$ cat src/rtl/fc_port_state.sv
// fc_port_state: FC-1 port state machine for a single Fibre Channel link.
// Consumes one decoded ordered-set code per clock, recognises primitive
// sequences (three consecutive identical valid words), tracks the port
// state and selects the fill / primitive sequence the transmitter sends.
module fc_port_state #(
    parameter int RTTOV_CYCLES = 10_000_000,
    parameter int LOS_CYCLES   = 8
) (
    input  logic        clk,
    input  logic        reset,
    input  logic        rx_prim_valid,
    input  logic [4:0]  rx_prim,
    input  logic        rx_sync,
    input  logic        lr_req,
    input  logic        offline,
    output logic [3:0]  state,
    output logic [4:0]  tx_prim,
    output logic        active,
    output logic [15:0] link_up_count
);

    localparam int LOS_W = $clog2(LOS_CYCLES + 1);
    localparam int TMR_W = $clog2(RTTOV_CYCLES + 1);

    typedef enum logic [3:0] {
        ST_ACTIVE = 4'd0,
        ST_LR1    = 4'd1,
        ST_LR2    = 4'd2,
        ST_LR3    = 4'd3,
        ST_LF1    = 4'd4,
        ST_LF2    = 4'd5,
        ST_OL1    = 4'd6,
        ST_OL2    = 4'd7,
        ST_OL3    = 4'd8
    } state_e;

    typedef enum logic [4:0] {
        P_IDLE = 5'd0,
        P_NOS  = 5'd23,
        P_OLS  = 5'd24,
        P_LR   = 5'd25,
        P_LRR  = 5'd26
    } prim_e;

    // Primitive the transmitter sends continuously while in a given state.
    function automatic prim_e tx_for(input state_e s);
        case (s)
            ST_ACTIVE: tx_for = P_IDLE;
            ST_LR1:    tx_for = P_LR;
            ST_LR2:    tx_for = P_LRR;
            ST_LR3:    tx_for = P_IDLE;
            ST_LF1:    tx_for = P_NOS;
            ST_LF2:    tx_for = P_OLS;
            ST_OL1:    tx_for = P_OLS;
            ST_OL2:    tx_for = P_LR;
            default:   tx_for = P_OLS;
        endcase
    endfunction

    // States in which the R_T_TOV handshake timer runs.
    function automatic logic is_timed(input state_e s);
        is_timed = (s == ST_LR1) || (s == ST_LR2) || (s == ST_LR3) ||
                   (s == ST_OL1) || (s == ST_OL2);
    endfunction

    logic [4:0]       run_code_q;
    logic [1:0]       run_cnt_q;
    logic [LOS_W-1:0] los_cnt_q;
    logic [TMR_W-1:0] timer_q;
    state_e           state_q;
    state_e           state_d;
    prim_e            tx_prim_q;
    logic             active_q;
    logic [15:0]      link_up_q;

    logic run_full;
    logic rec_idle, rec_nos, rec_ols, rec_lr, rec_lrr;
    logic los, tmo;

    assign run_full = (run_cnt_q == 2'd3);
    assign rec_idle = run_full && (run_code_q == P_IDLE);
    assign rec_nos  = run_full && (run_code_q == P_NOS);
    assign rec_ols  = run_full && (run_code_q == P_OLS);
    assign rec_lr   = run_full && (run_code_q == P_LR);
    assign rec_lrr  = run_full && (run_code_q == P_LRR);

    assign los = (los_cnt_q == LOS_W'(LOS_CYCLES));
    assign tmo = (timer_q == TMR_W'(RTTOV_CYCLES));

    // Run register: last valid code and how many times in a row it was seen.
    always_ff @(posedge clk) begin
        // NOTE: state registers use non-blocking assignments so every
        // always_ff samples the pre-edge values of the others, exactly like
        // the flops they model; blocking here would create order races.
        if (reset) begin
            run_code_q <= '0;
            run_cnt_q  <= 2'd0;
        end else if (!rx_prim_valid || !rx_sync) begin
            run_cnt_q <= 2'd0;
        end else if (rx_prim == run_code_q) begin
            if (run_cnt_q != 2'd3) run_cnt_q <= run_cnt_q + 2'd1;
        end else begin
            run_code_q <= rx_prim;
            run_cnt_q  <= 2'd1;
        end
    end

    // Loss-of-sync counter: consecutive cycles with rx_sync low, saturating.
    always_ff @(posedge clk) begin
        if (reset || rx_sync) begin
            los_cnt_q <= '0;
        end else if (!los) begin
            los_cnt_q <= los_cnt_q + LOS_W'(1);
        end
    end

    // Next-state selection, strictly by event priority.
    always_comb begin
        // NOTE: default first so every path assigns state_d; a missing
        // assignment on some branch would otherwise infer a latch.
        state_d = state_q;
        if (offline) begin
            state_d = ST_OL3;
        end else if (state_q == ST_OL3) begin
            state_d = ST_OL1;
        end else if (los || tmo) begin
            state_d = ST_LF1;
        end else begin
            case (state_q)
                ST_ACTIVE: begin
                    if (rec_lr)       state_d = ST_LR2;
                    else if (rec_lrr) state_d = ST_LR3;
                    else if (rec_ols) state_d = ST_OL2;
                    else if (rec_nos) state_d = ST_LF2;
                    else if (lr_req)  state_d = ST_LR1;
                end
                ST_LR1, ST_OL2: begin
                    if (rec_lr  && state_q != ST_LR1 || rec_lr && state_q == ST_LR1)
                                      state_d = ST_LR2;
                    else if (rec_lrr) state_d = ST_LR3;
                    else if (rec_ols && state_q == ST_LR1) state_d = ST_OL2;
                    else if (rec_nos) state_d = ST_LF2;
                end
                ST_LR2: begin
                    if (rec_idle)     state_d = ST_ACTIVE;
                    else if (rec_ols) state_d = ST_OL2;
                    else if (rec_nos) state_d = ST_LF2;
                end
                ST_LR3: begin
                    if (rec_idle)     state_d = ST_ACTIVE;
                    else if (rec_lr)  state_d = ST_LR2;
                    else if (rec_ols) state_d = ST_OL2;
                    else if (rec_nos) state_d = ST_LF2;
                end
                ST_LF1: begin
                    if (rec_ols)      state_d = ST_OL2;
                    else if (rec_nos) state_d = ST_LF2;
                end
                ST_LF2: begin
                    if (rec_ols)      state_d = ST_OL2;
                    else if (rec_lr)  state_d = ST_LR2;
                end
                ST_OL1: begin
                    if (rec_ols)      state_d = ST_OL2;
                    else if (rec_lr)  state_d = ST_LR2;
                    else if (rec_nos) state_d = ST_LF2;
                end
                default: state_d = state_q;
            endcase
        end
    end

    // Port FSM registers: state, registered outputs, timer and link-up count.
    always_ff @(posedge clk) begin
        if (reset) begin
            state_q   <= ST_LF1;
            tx_prim_q <= P_NOS;
            active_q  <= 1'b0;
            timer_q   <= '0;
            link_up_q <= 16'd0;
        end else begin
            state_q   <= state_d;
            tx_prim_q <= tx_for(state_d);
            active_q  <= (state_d == ST_ACTIVE);

            if ((state_d != state_q) || !is_timed(state_q)) begin
                timer_q <= '0;
            end else if (!tmo) begin
                timer_q <= timer_q + TMR_W'(1);
            end

            if ((state_d == ST_ACTIVE) && (state_q != ST_ACTIVE) &&
                (link_up_q != 16'hFFFF)) begin
                link_up_q <= link_up_q + 16'd1;
            end
        end
    end

    assign state         = state_q;
    assign tx_prim       = tx_prim_q;
    assign active        = active_q;
    assign link_up_count = link_up_q;

endmodule

$ cat config.mk
export PLATFORM = sky130hd
export DESIGN_NAME = fc_port_state
export DESIGN_NICKNAME = d
export VERILOG_FILES = /design/src/rtl/fc_port_state.sv
export SDC_FILE = /design/constraint.sdc
export NUM_CORES = 1
export LEC_CHECK = 0
export BUFFER_PORTS_ARGS = -buffer_cell sky130_fd_sc_hd__buf_2
export CORE_UTILIZATION = 40
export CTS_CLUSTER_SIZE = 28
export DETAILED_ROUTE_END_ITERATION = 8
export PLACE_DENSITY = 0.62
export SLEW_MARGIN = 5
export SYNTH_ARGS = -nofsm -noshare
export SYNTH_HDL_FRONTEND = slang
export SYNTH_SLANG_ARGS = --single-unit
export TNS_END_PERCENT = 100
$ cat constraint.sdc
create_clock -name clk -period 3.3 [get_ports clk]
set_clock_uncertainty 0.05 [all_clocks]
set_input_delay 0.33 -clock clk [delete_from_list [all_inputs] [get_ports clk]]
set_output_delay 0.33 -clock clk [all_outputs]
set_load 0.005 [all_outputs]
; ---- After elaboration in Yosys (flattened, before gate mapping)
; Memories as Yosys holds them, arrays and structs flattened.
; Cells that the tools add are included.
[word_totals]
register_bits = 61
rom_bits = 40
word_cells = 94
mem_count = 1
[memory_table]
columns = name, words, width, rd, rd_ports_with_merged_regs, wr, line
row1 = (name not given), 8, 5, 1, 0, 0, 47  ; case (s)
[classes]
n_addsub = 4
n_eq_ne = 21
n_mux = 24
n_bitwise = 2
reduce_logical = 32
[ops]
columns = operator, n
row1 = 2-to-1 mux 4 bit, 21
row2 = case mux 4 bit (7 select lines), 1
row3 = adder 24 x 1 -> 24 bit (second input constant), 1
row4 = equality test 24 bit (second input constant), 1
row5 = equality test 5 bit (second input constant), 4
row6 = adder 16 x 1 -> 16 bit (second input constant), 1
row7 = equality test 4 x 3 -> 1 bit (second input constant), 4
row8 = inequality test 16 bit (second input constant), 1
row9 = logical AND 1 bit, 10
row10 = logical OR 1 bit, 9
row11 = equality test 4 x 2 -> 1 bit (second input constant), 2
row12 = equality test 4 bit (second input constant), 2
row13 = zero test 4 bit, 2
row14 = OR reduction 2 bit, 4
row15 = equality test 5 bit, 1
row16 = zero test 5 bit, 1
row17 = adder 4 x 1 -> 4 bit (second input constant), 1
row18 = equality test 4 x 1 -> 1 bit (second input constant), 1
row19 = inequality test 4 x 1 -> 1 bit (second input constant), 1
row20 = inequality test 4 bit, 1
row21 = nonzero test 4 bit, 1
row22 = zero test 1 bit, 3
row23 = OR reduction 3 bit, 1
row24 = adder 2 x 1 -> 2 bit (second input constant), 1
row25 = other kinds (6), 8

; ---- Depth between registers and ports, before layout
; Gate-level depths: netlist of the first run.
[logic_depth]
ltp_word = 13
ltp_mapped = 17
ltp_nobuf = 15

; ---- Least setup slack after synthesis of the first run
; No wires, ideal clock.
[synth_path]
path_kind = register to register
startpoint = register run_cnt_q[0]
endpoint = register link_up_q[11] (netlist: link_up_count[11])
setup_time_ns = 0.121
arrival_time_ns = 3.134
slack_ns = -0.005
path_stages_with_launch = 16
n_path_buf = 2
synth_period_minus_slack_ns = 3.305
cell_sequence = dfxtp_1 ha_1 clkbuf_1 and3_1 clkbuf_1 a2bb2o_1 o21ai_0 a2bb2oi_1 nand2_1 nand3_1 ha_1 o211ai_1 a31oi_4 nand3_1 nor3b_1 mux2_2
[synth_via]
elab_chain_len = 13
elab_cells_between_ends = 33
cone_classes = 1 x eq/ne / 20 x mux / 12 x reduce/logical
[synth_lines]
columns = element, line
row1 = "start, declared", 67  ; logic [1:0] run_cnt_q;
row2 = "start signal, assigned", 101  ; if (run_cnt_q != 2'd3) run_cnt_q <= run_cnt_q + 2'd1;
row3 = equality test 2 bit (*), 80  ; assign run_full = (run_cnt_q == 2'd3);
row4 = "logical AND 1 bit, on equally long branches", "82, 83"
row5 = 2-to-1 mux 4 bit (tied with other cells), -
row6 = "2-to-1 mux 4 bit, on equally long branches", "152, 133, 141"
row7 = "2-to-1 mux 4 bit, on equally long branches", "151, 132, 140"
row8 = "2-to-1 mux 4 bit, on equally long branches", "150, 131, 138"
row9 = case mux 4 bit (7 select lines) (*), 129  ; case (state_q)
row10 = 2-to-1 mux 4 bit (*), 126  ; end else if (los || tmo) begin
row11 = 2-to-1 mux 4 bit (*), 124  ; end else if (state_q == ST_OL3) begin
row12 = 2-to-1 mux 4 bit (*), 122  ; if (offline) begin
row13 = zero test 4 bit (*), 192  ; if ((state_d == ST_ACTIVE) && (state_q != ST_ACTIVE) &&
row14 = logical AND 1 bit (*) (2 in a row), 192
row15 = "end signal, assigned", 194  ; link_up_q <= link_up_q + 16'd1;
row16 = "end, declared", 74  ; logic [15:0] link_up_q;
; Mark *: on every way between the ends. The rest lies on a longest branch, timed or not.
; A chain may end at the register's enable or synchronous reset.

; ---- Final worst setup path of the first run
[layout_path]
startpoint = register timer_q[20]
endpoint = register link_up_q[9] (netlist: link_up_count[9])
[layout_via]
elab_chain_len = 8
[layout_lines]
columns = element, line
row1 = "start, declared", 69  ; logic [TMR_W-1:0] timer_q;
row2 = "start signal, assigned", 189  ; timer_q <= timer_q + TMR_W'(1);
row3 = equality test 24 bit, 88  ; assign tmo = (timer_q == TMR_W'(RTTOV_CYCLES));
row4 = logical OR 1 bit, 126
row5 = 2-to-1 mux 4 bit, 126
row6 = 2-to-1 mux 4 bit, 124
row7 = 2-to-1 mux 4 bit, 122
row8 = net state_d[1], 71  ; state_e state_d;
row9 = zero test 4 bit, 192
row10 = logical AND 1 bit (2 in a row), 192
; The timed path passes the listed nets, and every way through them passes these cells.

==> results of run 1 <==
[area by class of cell]
cell class	instances	area share (%)
Inverter	16	1.45
Tap cell	105	3.17
Clock buffer	14	3.92
Sequential cell	61	29.7
Multi-Input combinational cell	319	52.6
Timing Repair Buffer	58	8.45
Clock inverter	1	0.724
[power by group]
group | switching, mW | total, mW | leakage (nW) | internal (mW)
Clock | 0.277 | 0.664 | 0.0968 | 0.387
Sequential | 0.0211 | 0.773 | 0.498 | 0.752
Combinational | 0.110 | 0.186 | 0.976 | 0.0761
Total | 0.408 | 1.62 | 1.57 | 1.21
[Yosys cell counts, drive strengths merged (2+ instances only)]
cell	n	area (um2)
nand4b	2	17.5
o31a	4	35.0
and4	3	26.3
or4	2	15.0
or4b	3	33.8
o311ai	2	17.5
dfxtp	61	1220
inv	16	60.1
o21ai	10	50.1
a21oi	15	78.8
nand2b	3	18.8
and3	7	43.8
mux2i	3	30.0
nand3	29	145
nor3	9	45.0
nor3b	3	22.5
or3	5	31.3
o22ai	2	12.5
nand2	34	130
buf	8	41.3
nor2b	9	56.3
a211oi	2	15.0
o211ai	4	30.0
a31oi	3	33.8
xor2	21	184
o21a	5	37.5
or3b	3	26.3
ha	9	113
nor4	10	77.6
a211o	2	17.5
and3b	3	26.3
nand4	15	93.8
clkbuf	14	52.6
nor2	55	206
nand3b	3	22.5
xnor2	13	114
and2	3	18.8
mux2	7	78.8
[final timing paths]
kind	from	end	slack [ps]	cells after the start
min	rx_prim[4]	run_code_q[4]$_SDFFE_PP0P_	210	3
min reg2reg	timer_q[23]$_SDFFE_PP0N_	timer_q[23]$_SDFFE_PP0N_	470	2
max	timer_q[20]$_SDFFE_PP0N_	link_up_count[9]$_SDFFE_PP0P_	80	13
max reg2reg	timer_q[20]$_SDFFE_PP0N_	link_up_count[9]$_SDFFE_PP0P_	80	13
[critical path, stage by stage, from the launching register on]
cell and delay (ps):
dfxtp_4 350, or4bb_4 530, nor4_4 360, a21o_1 180, a31oi_1 50, o21ai_1 110, a21oi_2 80, inv_1 80
ha_2 180, o211ai_1 130, a31oi_4 270, nand3_4 190, nor3b_2 240, mux2_4 310
[routing by layer]
metal | track usage (%) | part of all wire [%] | vias up
met5 | 0 | 0 | -
met4 | 5.18 | 1.1 | 0
met3 | 5.23 | 5.0 | 9
met2 | 30.0 | 46 | 84
met1 | 24.9 | 48 | 1474
li1 | - | - | 1583
[state kept, by name, indices dropped and copies added, names as in the netlist]
| register | count |
|---|---|
| tx_prim | 5 |
| timer_q | 24 |
| link_up_count | 16 |
| run_code_q | 5 |
| active | 1 |
| los_cnt_q | 4 |
| run_cnt_q | 2 |
| state | 4 |
[logic make-up after synthesis]
logic type      share of synthesized area, %
fa+ha+maj                               3.29
xor+xnor                                8.70
flops                                   35.7
simple gates                            31.5
buf+inv                                 4.49
compound gates                          13.2
mux                                     3.18
[what timing repair did]
action / CTS / global route
endpoints found under the hold margin: 0 / 0
gates resized for setup: 0 / 38
buffers inserted: 0 / 4
endpoints found under the setup margin: 0 / 16
==> impl_metrics.json, run 1 <==
{
  "die_area_um2": 8930,
  "drv_slew": 0,
  "crit_path_start_kind": "flop",
  "cts_buffers": 9,
  "hold_violations": 0,
  "fin_area_um2": 4150,
  "clock_sinks": 61,
  "drc": 0,
  "die_h_um": 94.5,
  "postSynthNetCount": 438,
  "drive_above_1_share_pct": 23.7,
  "drtIter0Drc": 130,
  "async_flop_share_pct": 0,
  "tns_ps": 0,
  "grt_overflow": 0,
  "critical_path_required_ps": 3480,
  "multiInputGateArea_um2": 2180,
  "core_um2": 8260,
  "start_util_pct": 41.5,
  "p_per_area_nw_per_um2": 391,
  "insertion_delay_ps": 330,
  "grt.total_usage_pct": 18.8,
  "layout_commonest_cell": "dfxtp_1",
  "fillers": 848,
  "rsz0062_at_grt": "yes",
  "via_per_inst": 5.49,
  "cts_tree": "built",
  "firstDrtPassIters": 4,
  "holdWs_ps": 210,
  "postCtsHoldBufs": 0,
  "io_buffers": 36,
  "clk_pin_slew_worst_paths_ps": 60,
  "antenna_cells": 0,
  "relSlewSlack_pct": 54.1,
  "synth_cells": 418,
  "final_cell_mix": "dfxtp_1, nor2_1, buf_2",
  "layout.cells.non_filler": 574,
  "vdd_drop_max_mv": 0.201,
  "grt_pass1_wl_um": 13300,
  "vias": 3150,
  "leakage_nw": 1.57,
  "crit_type": "reg2reg",
  "wire_per_inst_um": 14.4,
  "dpl.hpwl_um": 5580,
  "path_max_fanout": 7,
  "finalPower_mw": 1.62,
  "area_delta_synth_final_pct": 21.0,
  "drv_cap": 0,
  "ys_seq_area_share_pct": 35.7,
  "ys_seq_elements": 61,
  "synth_edf_count": 0,
  "htree_num_levels": 3,
  "syn-cell-area_um2": 3420,
  "rows": 33,
  "ys_warn_count": 0,
  "grt_max_degree": 36,
  "post_synth_num_cell_types": 63,
  "dp_cells": 554,
  "end_kind": "flop",
  "register_area_um2": 1230,
  "max_freq_ghz": 0.311,
  "clk_path_buf_depth": 2,
  "crit_arrival_ps": 3390,
  "pre_cts_ws_ps": 71.0,
  "grt_pass1_vias": 2865,
  "place.gp.congestion": 0.881,
  "grt_antenna_before_repair": 0,
  "synthFlopType": "dfxtp_1",
  "worst_slack_ps": 84.1,
  "status": "finished clean",
  "wl_um": 8250,
  "utilization_pct": 50.2,
  "dpl_cell_area_um2": 3770,
  "final_net_count": 485,
  "setup_viol": 0,
  "tightest_slew_ps": 688,
  "period_share_pct": 97.5,
  "avgSynthCellArea_um2": 8.19,
  "fp.dieW_um": 94.5,
  "ant_nets": 0,
  "min_path_type": "in2reg",
  "root_buffer": "clkbuf_8",
  "boundaryPins": 37,
  "finalCriticalPeriod_ps": 3220
}
(Power assumes the default switching activity.)
==> inputs of run 2 (changes only) <==
--- a/config.mk
+++ b/config.mk
@@ -6,6 +6,7 @@
 export NUM_CORES = 1
 export LEC_CHECK = 0
 export BUFFER_PORTS_ARGS = -buffer_cell sky130_fd_sc_hd__buf_2
+export CORE_ASPECT_RATIO = 0.6
 export CORE_UTILIZATION = 40
 export CTS_CLUSTER_SIZE = 28
 export DETAILED_ROUTE_END_ITERATION = 8
==> constraint.sdc (replaced) <==
create_clock -name clk -period 3.3 [get_ports clk]
set_clock_uncertainty 0.05 [all_clocks]
set_input_delay 0.495 -clock clk [delete_from_list [all_inputs] [get_ports clk]]
set_output_delay 0.495 -clock clk [all_outputs]
set_load 0.005 [all_outputs]
==> impl_metrics.json, run 2 (synthesis gave the netlist of run 1 again) <==
{
  "grt_use_met1_pct": 32.1,
  "start_util_pct": 42.4,
  "insertion_delay_ps": 330,
  "vias": 3123,
  "fin_area_um2": 4120,
  "io_buffers": 36,
  "pre_cts_ws_ps": 130,
  "place.gp.congestion": 0.869,
  "grt_overflow": 0,
  "grt_pass1_wl_um": 13700,
  "setup_viol": 0,
  "clock_sinks": 61,
  "end_kind": "flop",
  "status": "finished clean",
  "drc": 0,
  "wire_per_inst_um": 14.5,
  "r2r_cells": 13,
  "top_usage_layer": "met1",
  "critical_path_required_ps": 3460,
  "firstDrtPassIters": 4,
  "drive_above_1_share_pct": 20.7,
  "dpl.hpwl_um": 6110,
  "core_um2": 8070,
  "dpl_cell_area_um2": 3800,
  "worstHoldStart": "rx_prim[0]",
  "holdPathEnd": "run_code_q[0]$_SDFFE_PP0P_",
  "path_max_fanout": 7,
  "vdd_drop_max_mv": 0.243,
  "die_area_um2": 8950,
  "cts_buffers": 9,
  "regMostFlops": "timer_q",
  "die_h_um": 73.7,
  "crit_path_start_kind": "flop",
  "finalCriticalPeriod_ps": 3160,
  "clk_path_buf_depth": 2,
  "grt.total_usage_pct": 20.1,
  "clk_pin_slew_worst_paths_ps": 50,
  "grt_pass1_vias": 2725,
  "min_path_type": "in2reg",
  "crit_type": "reg2reg",
  "max_freq_ghz": 0.317,
  "worst_slack_ps": 143,
  "timing.rr.end": "link_up_count[11]$_SDFFE_PP0P_",
  "rows": 25,
  "holdWs_ps": 387,
  "tightest_slew_ps": 634,
  "drtIter0Drc": 231,
  "boundaryPins": 37,
  "root_buffer": "clkbuf_16",
  "use_met2_pct": 24.8,
  "final_net_count": 485,
  "grt_max_degree": 36,
  "crit_arrival_ps": 3320,
  "drv_cap": 0,
  "fp.dieW_um": 121,
  "via_per_inst": 5.42,
  "wl_um": 8370,
  "grt_antenna_before_repair": 0,
  "hold_violations": 0,
  "leakage_nw": 1.58,
  "cts_tree": "built",
  "period_share_pct": 95.7,
  "hold_depth": 3,
  "drv_slew": 0,
  "layout_commonest_cell": "dfxtp_1",
  "ant_nets": 0,
  "grt.met3_usage_pct": 5.43,
  "r2r_start": "timer_q[12]$_SDFFE_PP0N_",
  "largest_register_ffs": 24,
  "p_per_area_nw_per_um2": 426,
  "utilization_pct": 51.0,
  "relSlewSlack_pct": 57.7,
  "antenna_cells": 0,
  "final_cell_mix": "dfxtp_1, nor2_1, buf_2",
  "htree_num_levels": 3,
  "area_delta_synth_final_pct": 20.2,
  "rrSetupSlack_ps": 140
}
[run 2: cell count changes in the layout (fill, tap and decap cells not counted), moves of 3 or more]
| cell | change |
|---|---|
| a21oi_1 | +4 |
| a21oi_2 | -4 |
| clkbuf_16 | +9 |
| clkbuf_8 | -11 |
| clkinv_2 | +3 |
| mux2_2 | +5 |
| mux2_4 | -5 |
[run 2: repair_timing]
item | CTS | global route
resized for setup | 0 | 16
hold buffers | 0 | 0
setup endpoints to repair | 0 | 16
buffers inserted | 0 | 2
[run 2: worst max-delay path by stage]
| stage | start | endpoint | slack, ps | depth (start not counted) |
|---|---|---|---|---|
| global placement | timer_q[5]$_SDFFE_PP0N_ | link_up_count[11]$_SDFFE_PP0P_ | 160 | 13 |
| finish | timer_q[12]$_SDFFE_PP0N_ | link_up_count[11]$_SDFFE_PP0P_ | 140 | 13 |
| CTS | timer_q[5]$_SDFFE_PP0N_ | link_up_count[11]$_SDFFE_PP0P_ | 100 | 13 |
| detailed placement | timer_q[5]$_SDFFE_PP0N_ | link_up_count[13]$_SDFFE_PP0P_ | 130 | 13 |
| floorplan | run_cnt_q[0]$_SDFFE_PP0P_ | link_up_count[9]$_SDFFE_PP0P_ | 40 | 15 |
| global route | timer_q[13]$_SDFFE_PP0N_ | link_up_count[1]$_SDFFE_PP0P_ | -30 | 14 |
[run 2: report_power, final]
part / internal, mW / switching (mW) / leakage [nW]
combinational: 0.0748 / 0.108 / 0.954
clock: 0.494 / 0.301 / 0.125
sequential: 0.754 / 0.0214 / 0.496
[run 2: area by class of cell]
type | count | area (um2)
clock buffer | 11 | 233
clock inverter | 3 | 15.0
fill | 786 | 3960
inverter | 16 | 60.1
multi-input combinational | 319 | 2100
sequential | 61 | 1220
tap | 108 | 135
timing repair buffer | 58 | 349
[run 2: per-layer routing]
layer | up-vias | part of all wire, %
met5 | - | 0
met4 | 0 | 1.0
met3 | 8 | 7.3
met2 | 89 | 37
met1 | 1436 | 54
li1 | 1590 | -
[run 2: per-stage QoR]
stage / cells / total power, mW / setup TNS, ps
floorplan: 418 / 0.902 / 0
global placement: 560 / 0.961 / 0
detailed placement: 560 / 0.962 / 0
CTS: 574 / 1.76 / 0
global route: 576 / 1.82 / -219
finish: 576 / 1.75 / 0
[run 2: worst max-delay path, stage by stage (launching register included)]
cell,delay (ps)
dfxtp_1,350
or4bb_1,530
nor4_4,320
a21o_1,180
a31oi_1,60
o21ai_1,100
a21oi_1,90
inv_1,80
ha_1,170
o211ai_1,130
a31oi_4,230
nand3_4,150
nor3b_2,220
mux2_2,350
